`config.mk`:
```
export PLATFORM = sky130hd
export DESIGN_NAME = ctrl_step_sequencer
export DESIGN_NICKNAME = d
export VERILOG_FILES = /design/src/rtl/ctrl_step_sequencer.sv
export SDC_FILE = /design/constraint.sdc
export NUM_CORES = 1
export LEC_CHECK = 0
export CELL_PAD_IN_SITES_DETAIL_PLACEMENT = 1
export CELL_PAD_IN_SITES_GLOBAL_PLACEMENT = 1
export CORE_MARGIN = 10
export CORE_UTILIZATION = 33
export DETAILED_ROUTE_END_ITERATION = 12
export PLACE_DENSITY_LB_ADDON = 0.1
export SYNTH_ARGS = -nofsm -noshare
export SYNTH_HDL_FRONTEND = slang
export SYNTH_SLANG_ARGS = --single-unit
```
`constraint.sdc`:
```
create_clock -name Clock -period 5.43 [get_ports Clock]
set_input_delay 0.543 -clock Clock [delete_from_list [all_inputs] [get_ports Clock]]
set_output_delay 0.543 -clock Clock [all_outputs]
set_load 0.02 [all_outputs]
```
`src/rtl/ctrl_step_sequencer.sv`:
```
// rtl/ctrl_step_sequencer.sv - hardwired control-step FSM generating datapath strobes
// Optional feature macro: CTRL_SINGLE_STEP_EN (adds Step input; state advances only when Step=1)
module ctrl_step_sequencer #(
    parameter int OPCODE_W    = 5,
    parameter int MEM_TIMEOUT = 15
) (
    input  logic                Clock,
    input  logic                Reset,
    input  logic                Run,
    input  logic [OPCODE_W-1:0] opcode,
    input  logic                MemReady,
`ifdef CTRL_SINGLE_STEP_EN
    input  logic                Step,
`endif
    output logic [23:0]         ctrl,
    output logic [3:0]          Present_state,
    output logic                InstrDone,
    output logic                Illegal,
    output logic                BusErr,
    output logic                Halted
);

    localparam int CNT_W = $clog2(MEM_TIMEOUT + 1);

    localparam logic [3:0] S_IDLE = 4'b0000;
    localparam logic [3:0] S_T0   = 4'b0111;
    localparam logic [3:0] S_T1   = 4'b1000;
    localparam logic [3:0] S_T2   = 4'b1001;
    localparam logic [3:0] S_T3   = 4'b1010;
    localparam logic [3:0] S_T4   = 4'b1011;
    localparam logic [3:0] S_T5   = 4'b1100;
    localparam logic [3:0] S_T6   = 4'b1101;
    localparam logic [3:0] S_HALT = 4'b1111;

    // Opcode classes
    localparam logic [3:0] C_ALU  = 4'd0;
    localparam logic [3:0] C_MD   = 4'd1;
    localparam logic [3:0] C_IN   = 4'd2;
    localparam logic [3:0] C_OUT  = 4'd3;
    localparam logic [3:0] C_MFHI = 4'd4;
    localparam logic [3:0] C_MFLO = 4'd5;
    localparam logic [3:0] C_NOP  = 4'd6;
    localparam logic [3:0] C_HALT = 4'd7;
    localparam logic [3:0] C_ILL  = 4'd8;

    // Strobe bit positions
    localparam int B_PCOUT     = 0;
    localparam int B_PCIN      = 1;
    localparam int B_INCPC     = 2;
    localparam int B_MARIN     = 3;
    localparam int B_MDRIN     = 4;
    localparam int B_MDROUT    = 5;
    localparam int B_READ      = 6;
    localparam int B_IRIN      = 8;
    localparam int B_YIN       = 9;
    localparam int B_ZIN       = 10;
    localparam int B_ZLOWOUT   = 11;
    localparam int B_ZHIGHOUT  = 12;
    localparam int B_HIIN      = 13;
    localparam int B_HIOUT     = 14;
    localparam int B_LOIN      = 15;
    localparam int B_LOOUT     = 16;
    localparam int B_INPORTOUT = 17;
    localparam int B_OUTPORTIN = 18;
    localparam int B_GRA       = 19;
    localparam int B_GRB       = 20;
    localparam int B_GRC       = 21;
    localparam int B_RIN       = 22;
    localparam int B_ROUT      = 23;

    logic [3:0]       state;
    logic [CNT_W-1:0] t1_cnt;
    logic [CNT_W-1:0] t1_cnt_inc;
    logic [3:0]       op_class;
    logic             adv;
    logic [23:0]      ctrl_c;

`ifdef CTRL_SINGLE_STEP_EN
    assign adv = Step;
`else
    assign adv = 1'b1;
`endif

    assign t1_cnt_inc    = t1_cnt + 1'b1;
    assign Present_state = state;
    assign Halted        = (state == S_HALT);
    assign ctrl          = ctrl_c;

    // Classify the opcode into the execute-sequence families
    always_comb begin
        op_class = C_ILL;
        if (opcode <= OPCODE_W'(10))                  op_class = C_ALU;
        else if (opcode == OPCODE_W'(14) ||
                 opcode == OPCODE_W'(15))             op_class = C_MD;
        else if (opcode == OPCODE_W'(22))             op_class = C_IN;
        else if (opcode == OPCODE_W'(23))             op_class = C_OUT;
        else if (opcode == OPCODE_W'(24))             op_class = C_MFHI;
        else if (opcode == OPCODE_W'(25))             op_class = C_MFLO;
        else if (opcode == OPCODE_W'(26))             op_class = C_NOP;
        else if (opcode == OPCODE_W'(27))             op_class = C_HALT;
    end

    // Moore strobe decode from the current step and opcode class
    always_comb begin
        ctrl_c = 24'h0;
        case (state)
            S_T0: begin
                ctrl_c[B_PCOUT] = 1'b1;
                ctrl_c[B_MARIN] = 1'b1;
                ctrl_c[B_INCPC] = 1'b1;
                ctrl_c[B_PCIN]  = 1'b1;
            end
            S_T1: begin
                ctrl_c[B_READ]  = 1'b1;
                ctrl_c[B_MDRIN] = 1'b1;
            end
            S_T2: begin
                ctrl_c[B_MDROUT] = 1'b1;
                ctrl_c[B_IRIN]   = 1'b1;
            end
            S_T3: begin
                case (op_class)
                    C_ALU, C_MD: begin
                        ctrl_c[B_GRB]  = 1'b1;
                        ctrl_c[B_ROUT] = 1'b1;
                        ctrl_c[B_YIN]  = 1'b1;
                    end
                    C_IN: begin
                        ctrl_c[B_GRA]       = 1'b1;
                        ctrl_c[B_RIN]       = 1'b1;
                        ctrl_c[B_INPORTOUT] = 1'b1;
                    end
                    C_OUT: begin
                        ctrl_c[B_GRA]       = 1'b1;
                        ctrl_c[B_ROUT]      = 1'b1;
                        ctrl_c[B_OUTPORTIN] = 1'b1;
                    end
                    C_MFHI: begin
                        ctrl_c[B_GRA]   = 1'b1;
                        ctrl_c[B_RIN]   = 1'b1;
                        ctrl_c[B_HIOUT] = 1'b1;
                    end
                    C_MFLO: begin
                        ctrl_c[B_GRA]   = 1'b1;
                        ctrl_c[B_RIN]   = 1'b1;
                        ctrl_c[B_LOOUT] = 1'b1;
                    end
                    default: ctrl_c = 24'h0;
                endcase
            end
            S_T4: begin
                if (op_class == C_ALU || op_class == C_MD) begin
                    ctrl_c[B_GRC]  = 1'b1;
                    ctrl_c[B_ROUT] = 1'b1;
                    ctrl_c[B_ZIN]  = 1'b1;
                end
            end
            S_T5: begin
                if (op_class == C_ALU) begin
                    ctrl_c[B_ZLOWOUT] = 1'b1;
                    ctrl_c[B_GRA]     = 1'b1;
                    ctrl_c[B_RIN]     = 1'b1;
                end else if (op_class == C_MD) begin
                    ctrl_c[B_ZLOWOUT] = 1'b1;
                    ctrl_c[B_LOIN]    = 1'b1;
                end
            end
            S_T6: begin
                if (op_class == C_MD) begin
                    ctrl_c[B_ZHIGHOUT] = 1'b1;
                    ctrl_c[B_HIIN]     = 1'b1;
                end
            end
            default: ctrl_c = 24'h0;
        endcase
    end

    // Step register, T1 timeout counter and registered one-cycle status pulses
    always_ff @(posedge Clock) begin
        if (Reset) begin
            state     <= S_IDLE;
            t1_cnt    <= '0;
            InstrDone <= 1'b0;
            Illegal   <= 1'b0;
            BusErr    <= 1'b0;
        end else begin
            InstrDone <= 1'b0;
            Illegal   <= 1'b0;
            BusErr    <= 1'b0;
            if (adv) begin
                case (state)
                    S_IDLE: if (Run) state <= S_T0;
                    S_T0: begin
                        state  <= S_T1;
                        t1_cnt <= '0;
                    end
                    S_T1: begin
                        if (MemReady) begin
                            state <= S_T2;
                        end else if (t1_cnt_inc == CNT_W'(MEM_TIMEOUT)) begin
                            BusErr <= 1'b1;
                            state  <= S_IDLE;
                            t1_cnt <= '0;
                        end else begin
                            t1_cnt <= t1_cnt_inc;
                        end
                    end
                    S_T2: state <= S_T3;
                    S_T3: begin
                        case (op_class)
                            C_ALU, C_MD: state <= S_T4;
                            C_IN, C_OUT, C_MFHI, C_MFLO, C_NOP: begin
                                InstrDone <= 1'b1;
                                state     <= Run ? S_T0 : S_IDLE;
                            end
                            C_HALT: state <= S_HALT;
                            default: begin
                                Illegal <= 1'b1;
                                state   <= S_T0;
                            end
                        endcase
                    end
                    S_T4: begin
                        if (op_class == C_ALU || op_class == C_MD) begin
                            state <= S_T5;
                        end else begin
                            Illegal <= 1'b1;
                            state   <= S_T0;
                        end
                    end
                    S_T5: begin
                        if (op_class == C_ALU) begin
                            InstrDone <= 1'b1;
                            state     <= Run ? S_T0 : S_IDLE;
                        end else if (op_class == C_MD) begin
                            state <= S_T6;
                        end else begin
                            Illegal <= 1'b1;
                            state   <= S_T0;
                        end
                    end
                    S_T6: begin
                        if (op_class == C_MD) begin
                            InstrDone <= 1'b1;
                            state     <= Run ? S_T0 : S_IDLE;
                        end else begin
                            Illegal <= 1'b1;
                            state   <= S_T0;
                        end
                    end
                    S_HALT:  state <= S_HALT;
                    default: state <= S_IDLE;
                endcase
            end
        end
    end

endmodule
```
* Word-level counts from Yosys, hierarchy flattened
Cells that the tools add are included.
** Cells by class
- $add $sub $neg :: 1
- Multipliers :: 0
- Div/mod/pow operators :: 0
- Magnitude comparators :: 1
- Equality and inequality tests :: 27
- Shift-type cells :: 0
- Muxes and demuxes :: 56
- Bitwise operators :: 1
- Reductions and logical operators :: 14
** Operators by type and width (count)
- $mux 4 :: 17
- $pmux 4 s9 :: 1
- $eq 4x4->1 const B :: 8
- $eq 5x5->1 const B :: 6
- $mux 1 :: 26
- $eq 4x3->1 const B :: 5
- $pmux 4 s3 :: 1
- $eq 5x4->1 const B :: 2
- $mux 3 :: 3
- $reduce_or 3->1 :: 3
- $eq 4x2->1 const B :: 2
- $logic_not 4->1 :: 2
- $pmux 4 s2 :: 1
- $reduce_or 8->1 :: 1
- $pmux 1 s2 :: 3
- $le 5x4->1 const B :: 1
- $reduce_or 5->1 :: 1
- $add 4x1->4 const B :: 1
- $eq 4x1->1 const B :: 1
- $mux 2 :: 2
- $ne 2x2->1 const B :: 2
- $pmux 1 s4 :: 1
- $reduce_and 2->1 :: 2
- $reduce_or 4->1 :: 1
- other kinds (6) :: 7
** Storage, ports and cells
- Bits in registers :: 11
- Latch bits :: 0
- Memory bits (writable) :: 0
- Memory bits (read-only) :: 0
- Output and inout port bits :: 32
- Logic and storage cells :: 105
- Memories kept :: 0

* Logic depth before layout (Yosys ltp)
- Word-level depth :: 13
- Depth in mapped cells :: 7

* Worst setup path before layout
No wires, ideal clock.
- Path type :: input to output
- Start point :: input port opcode[1]
- End point :: output port ctrl[13]
- Data arrival time :: 1775 ps
- Data required time :: 4887 ps
- Setup slack :: 3112 ps
- Stages :: 4
- Path buffers :: 2
- Cells stage by stage :: buf_2 nand4b_1 nor3_1 buf_4
** On the way
- Cells in the longest elaborated chain, start to end :: 12
- Elaborated cells between the ends (all ways) :: 21
- Those cells by class :: order compare: 1; eq/ne: 9; mux: 10; reduce/logical: 1
** RTL lines
- start: declaration :: line 10 : input logic [OPCODE_W-1:0] opcode,
- $eq 5x5->1 :: line 100 : else if (opcode == OPCODE_W'(27)) op_class = C_HALT;
- $mux 4 :: line 100
- $mux 4 :: line 99 : else if (opcode == OPCODE_W'(26)) op_class = C_NOP;
- $mux 4 :: line 98 : else if (opcode == OPCODE_W'(25)) op_class = C_MFLO;
- $mux 4 :: line 97 : else if (opcode == OPCODE_W'(24)) op_class = C_MFHI;
- $mux 4 :: line 96 : else if (opcode == OPCODE_W'(23)) op_class = C_OUT;
- $mux 4 :: line 95 : else if (opcode == OPCODE_W'(22)) op_class = C_IN;
- $mux 4 :: line 93 : else if (opcode == OPCODE_W'(14) ||
- $mux 4 * :: line 92 : if (opcode <= OPCODE_W'(10)) op_class = C_ALU;
- $eq 4x1->1 * :: line 169 : if (op_class == C_MD) begin
- $mux 2 * :: line 169
- $mux 2 *
- end: declaration :: line 15 : output logic [23:0] ctrl,
Mark *: on every way between the ends. The rest lies on a longest branch, timed or not.

* Worst setup path in the final report
- Start point :: input port opcode[4]
- End point :: output port ctrl[12]
The elaborated chain is that of the path after synthesis.

==> summary.txt <==
Area Growth Syn to Fin: 31.6%
# setup viols final: 0
Mapped Area: 1130 sq um
Synthesized instance count: 160
Data arrival time of the critical path: 2.77 ns
DP Cell Count: 226
Post-CTS sizing: 0
Multi-input gate area: 763 sq um
Die Area: 6160 sq um
Crit path buf inv count: 2
Relative slew margins: 59.2%
CTS H-Tree Depth: 1
CP Capture Type: primary output
Clk_lat worst skew: 0.28 ns
Largest stage delay, worst path: 0.71 ns
Via count: 1215
Largest net degree at the start of global routing: 19
Cell taking the most area after synthesis: dfxtp_1
Final Hold Fails: 0
Final worst slack: 2.12 ns
RSZ-0062 raised after global routing: false
Fin util: 44.9%
Period utilisation layout: 61.0%
Top post-synthesis cells by area: dfxtp_1, nor2_1, buf_4, nand2_1, nor2b_1
Post-synth EDFFs: 0
Max Freq: 302 MHz
Post-layout total power: 0.000249 W
M3 GR Usage: 4.10%
Mean post-synth cell area: 7.05 sq um
Clock Path Buffers: 2
First-pass GRT wire length: 6.27 mm
Num rows: 21
Main synth FF type: dfxtp_1
CTS Buf Count: 3
Root buffer cell: clkbuf_4
Gr ovfl total: 0
Hold Buf Count CTS: 0
Tot GR Track Use: 12.0%
Setup WS pre-CTS: 2.13 ns
Detailed Route Iter0 Violations: 91
Post-synth ARST share: 0%
Clock Skews: 0.00569 ns
Slowest stage cell, crit path: clkdlybuf4s50_1
HPWL Detailed: 2.95 mm
GR Util met1: 13.2%
Number of distinct library cells after synthesis: 54
Gr busiest metal: met2
Share of layout cells above drive strength 1: 6.52%
Crit path kind: in2out
Hold/Removal Path Class: reg2reg
Max Cap Viol: 0
Setup bufs post-CTS: 0
P per Cell Area: 167 nW/um^2
DRT Pass-1 Iters: 4
Minimum clock period: 3.31 ns
Required time of the worst setup path: 4.89 ns
Wire per inst: 16.1 microns
Initial Utilization: 34.1%
Pins over their slew limit: 0
TNS Setup: 0 ns
Final net count: 196
Vias per std cell: 5.28
PortBufs: 39
Fillers: 428
CP Launch Type: input port
Area share of the largest cell type after synthesis: 19.5%
CP delay by family, top: buffers and inverters
Synth Register Bits: 11
CP Cell Sequence: clkdlybuf4s50_1 -> nand4b_1 -> nor3_1 -> clkdlybuf4s50_1
YS warnings: 0
Remaining antenna violation count after routing: 0
Slew @ Worst Pin: 0.611 ns
DRC Markers: 0
Synth Net Count: 171
CTS tree: done
Vias in the first global route: 1306
Routability congestion estimate: 0.832
Die extent in x: 78.5 microns
Status: complete, no violations
Post-synthesis sequential area ratio: 19.5%
Layout Cells excl Fill: 230
Most common cell on crit path: clkdlybuf4s50_1
CTS sink count: 11
Worst-path maximum fanout: 12
Total Routed Length: 3.70 mm
Leak pwr: 0.515 nW
Initial antenna violation count: 0
Ports: 41
Seq. cell area: 220 sq um
Grt met2 use: 21.0%
Die Ht: 78.5 microns
Diodes inserted: 0
Core area: 3310 sq um
Clock-pin slew on the worst setup and hold paths: 0.08 ns
Peak VDD IR: 0.0000481 V
## layer usage
metal | routed length [microns] | vias up
li1 | - | 615
met1 | 1660 | 560
met2 | 1730 | 35
met3 | 269 | 5
met4 | 51 | 0
met5 | 0 | -
## state kept, by name, indices dropped and copies added (netlist names)
signal / count
InstrDone: 1
BusErr: 1
t1_cnt: 4
Present_state: 4
Illegal: 1
## worst register-to-register path, cell delays in order, from the launching register on
cell	delay (ns)
dfxtp_1	0.71
and4bb_2	0.36
nand2_2	0.15
o21ba_2	0.20
a221oi_1	0.45
a31oi_1	0.16
## area by class of cell
class | instances | area share (%)
Clock buffer | 3 | 1.52
Clock inverter | 1 | 0.337
Inverter | 7 | 1.77
Multi-Input combinational cell | 123 | 51.4
Sequential cell | 11 | 14.8
Tap cell | 46 | 3.88
Timing Repair Buffer | 39 | 26.3
## path summary, 6_finish.rpt
check,start,end,slack (ns),cells past startpoint
setup reg to reg,Present_state[2],Present_state[2],3.26,5
setup / recovery,opcode[4],ctrl[12],2.12,4
hold / removal,t1_cnt[2],t1_cnt[2],0.52,2
hold reg to reg,t1_cnt[2],t1_cnt[2],0.52,2
## power breakdown
part           internal, W  leakage (nW)  switching (W)
clock            0.0000274        0.0177      0.0000314
sequential       0.0000858        0.0890      0.0000203
combinational    0.0000378         0.408      0.0000459
total             0.000151         0.515      0.0000976
## logic make-up after synthesis
| logic type | Yosys count | synth area share, % |
|---|---|---|
| simple gates | 75 | 35.3 |
| compound gates | 41 | 26.3 |
| buf+inv | 26 | 12.9 |
| flops | 11 | 19.5 |
| mux | 3 | 2.77 |
| fa+ha+maj | 2 | 2.22 |
| other cells | 1 | 0.332 |
| xor+xnor | 1 | 0.776 |
## synthesized netlist by cell type, drive strengths merged, types with 2 or more instances
cell type and count:
a31oi 4, a21oi 6, buf 14, nand3b 2
ha 2, o211ai 2, o21ai 8, nor2b 7
clkbuf 5, dfxtp 11, nand2b 4, a211o 4
inv 6, a211oi 2, nand3 5, o21ba 2
and2 3, nand2 15, nor2 21, nor3b 2
nor3 8, mux2i 2
## layout by cell type (no fill, tap or decap), types with 2 or more instances in the layout
| cell type | synthesis | final |
|---|---|---|
| inv_1 | 6 | 6 |
| clkbuf_4 | 0 | 3 |
| a211o_1 | 4 | 4 |
| nand2b_1 | 4 | 4 |
| nor3b_1 | 2 | 2 |
| ha_1 | 2 | 2 |
| nand3b_1 | 2 | 2 |
| dfxtp_1 | 11 | 11 |
| nor3_1 | 7 | 7 |
| nor2_1 | 21 | 21 |
| nand3_1 | 5 | 5 |
| o211ai_1 | 2 | 2 |
| nand2_1 | 14 | 14 |
| a21oi_1 | 6 | 6 |
| nor2b_1 | 7 | 7 |
| a31oi_1 | 4 | 4 |
| clkdlybuf4s50_1 | 0 | 39 |
| a211oi_1 | 2 | 2 |
| mux2i_1 | 2 | 2 |
| o21ai_1 | 7 | 7 |
| and2_1 | 3 | 3 |
## per-stage QoR
stage               hold slack, ns  area, sq um
global placement             0.496         1460
detailed placement           0.517         1460
finish                       0.521         1490
CTS                          0.529         1490
floorplan                    0.479         1130
global route                 0.547         1490
Note: power is estimated with default switching activity, not from simulation.
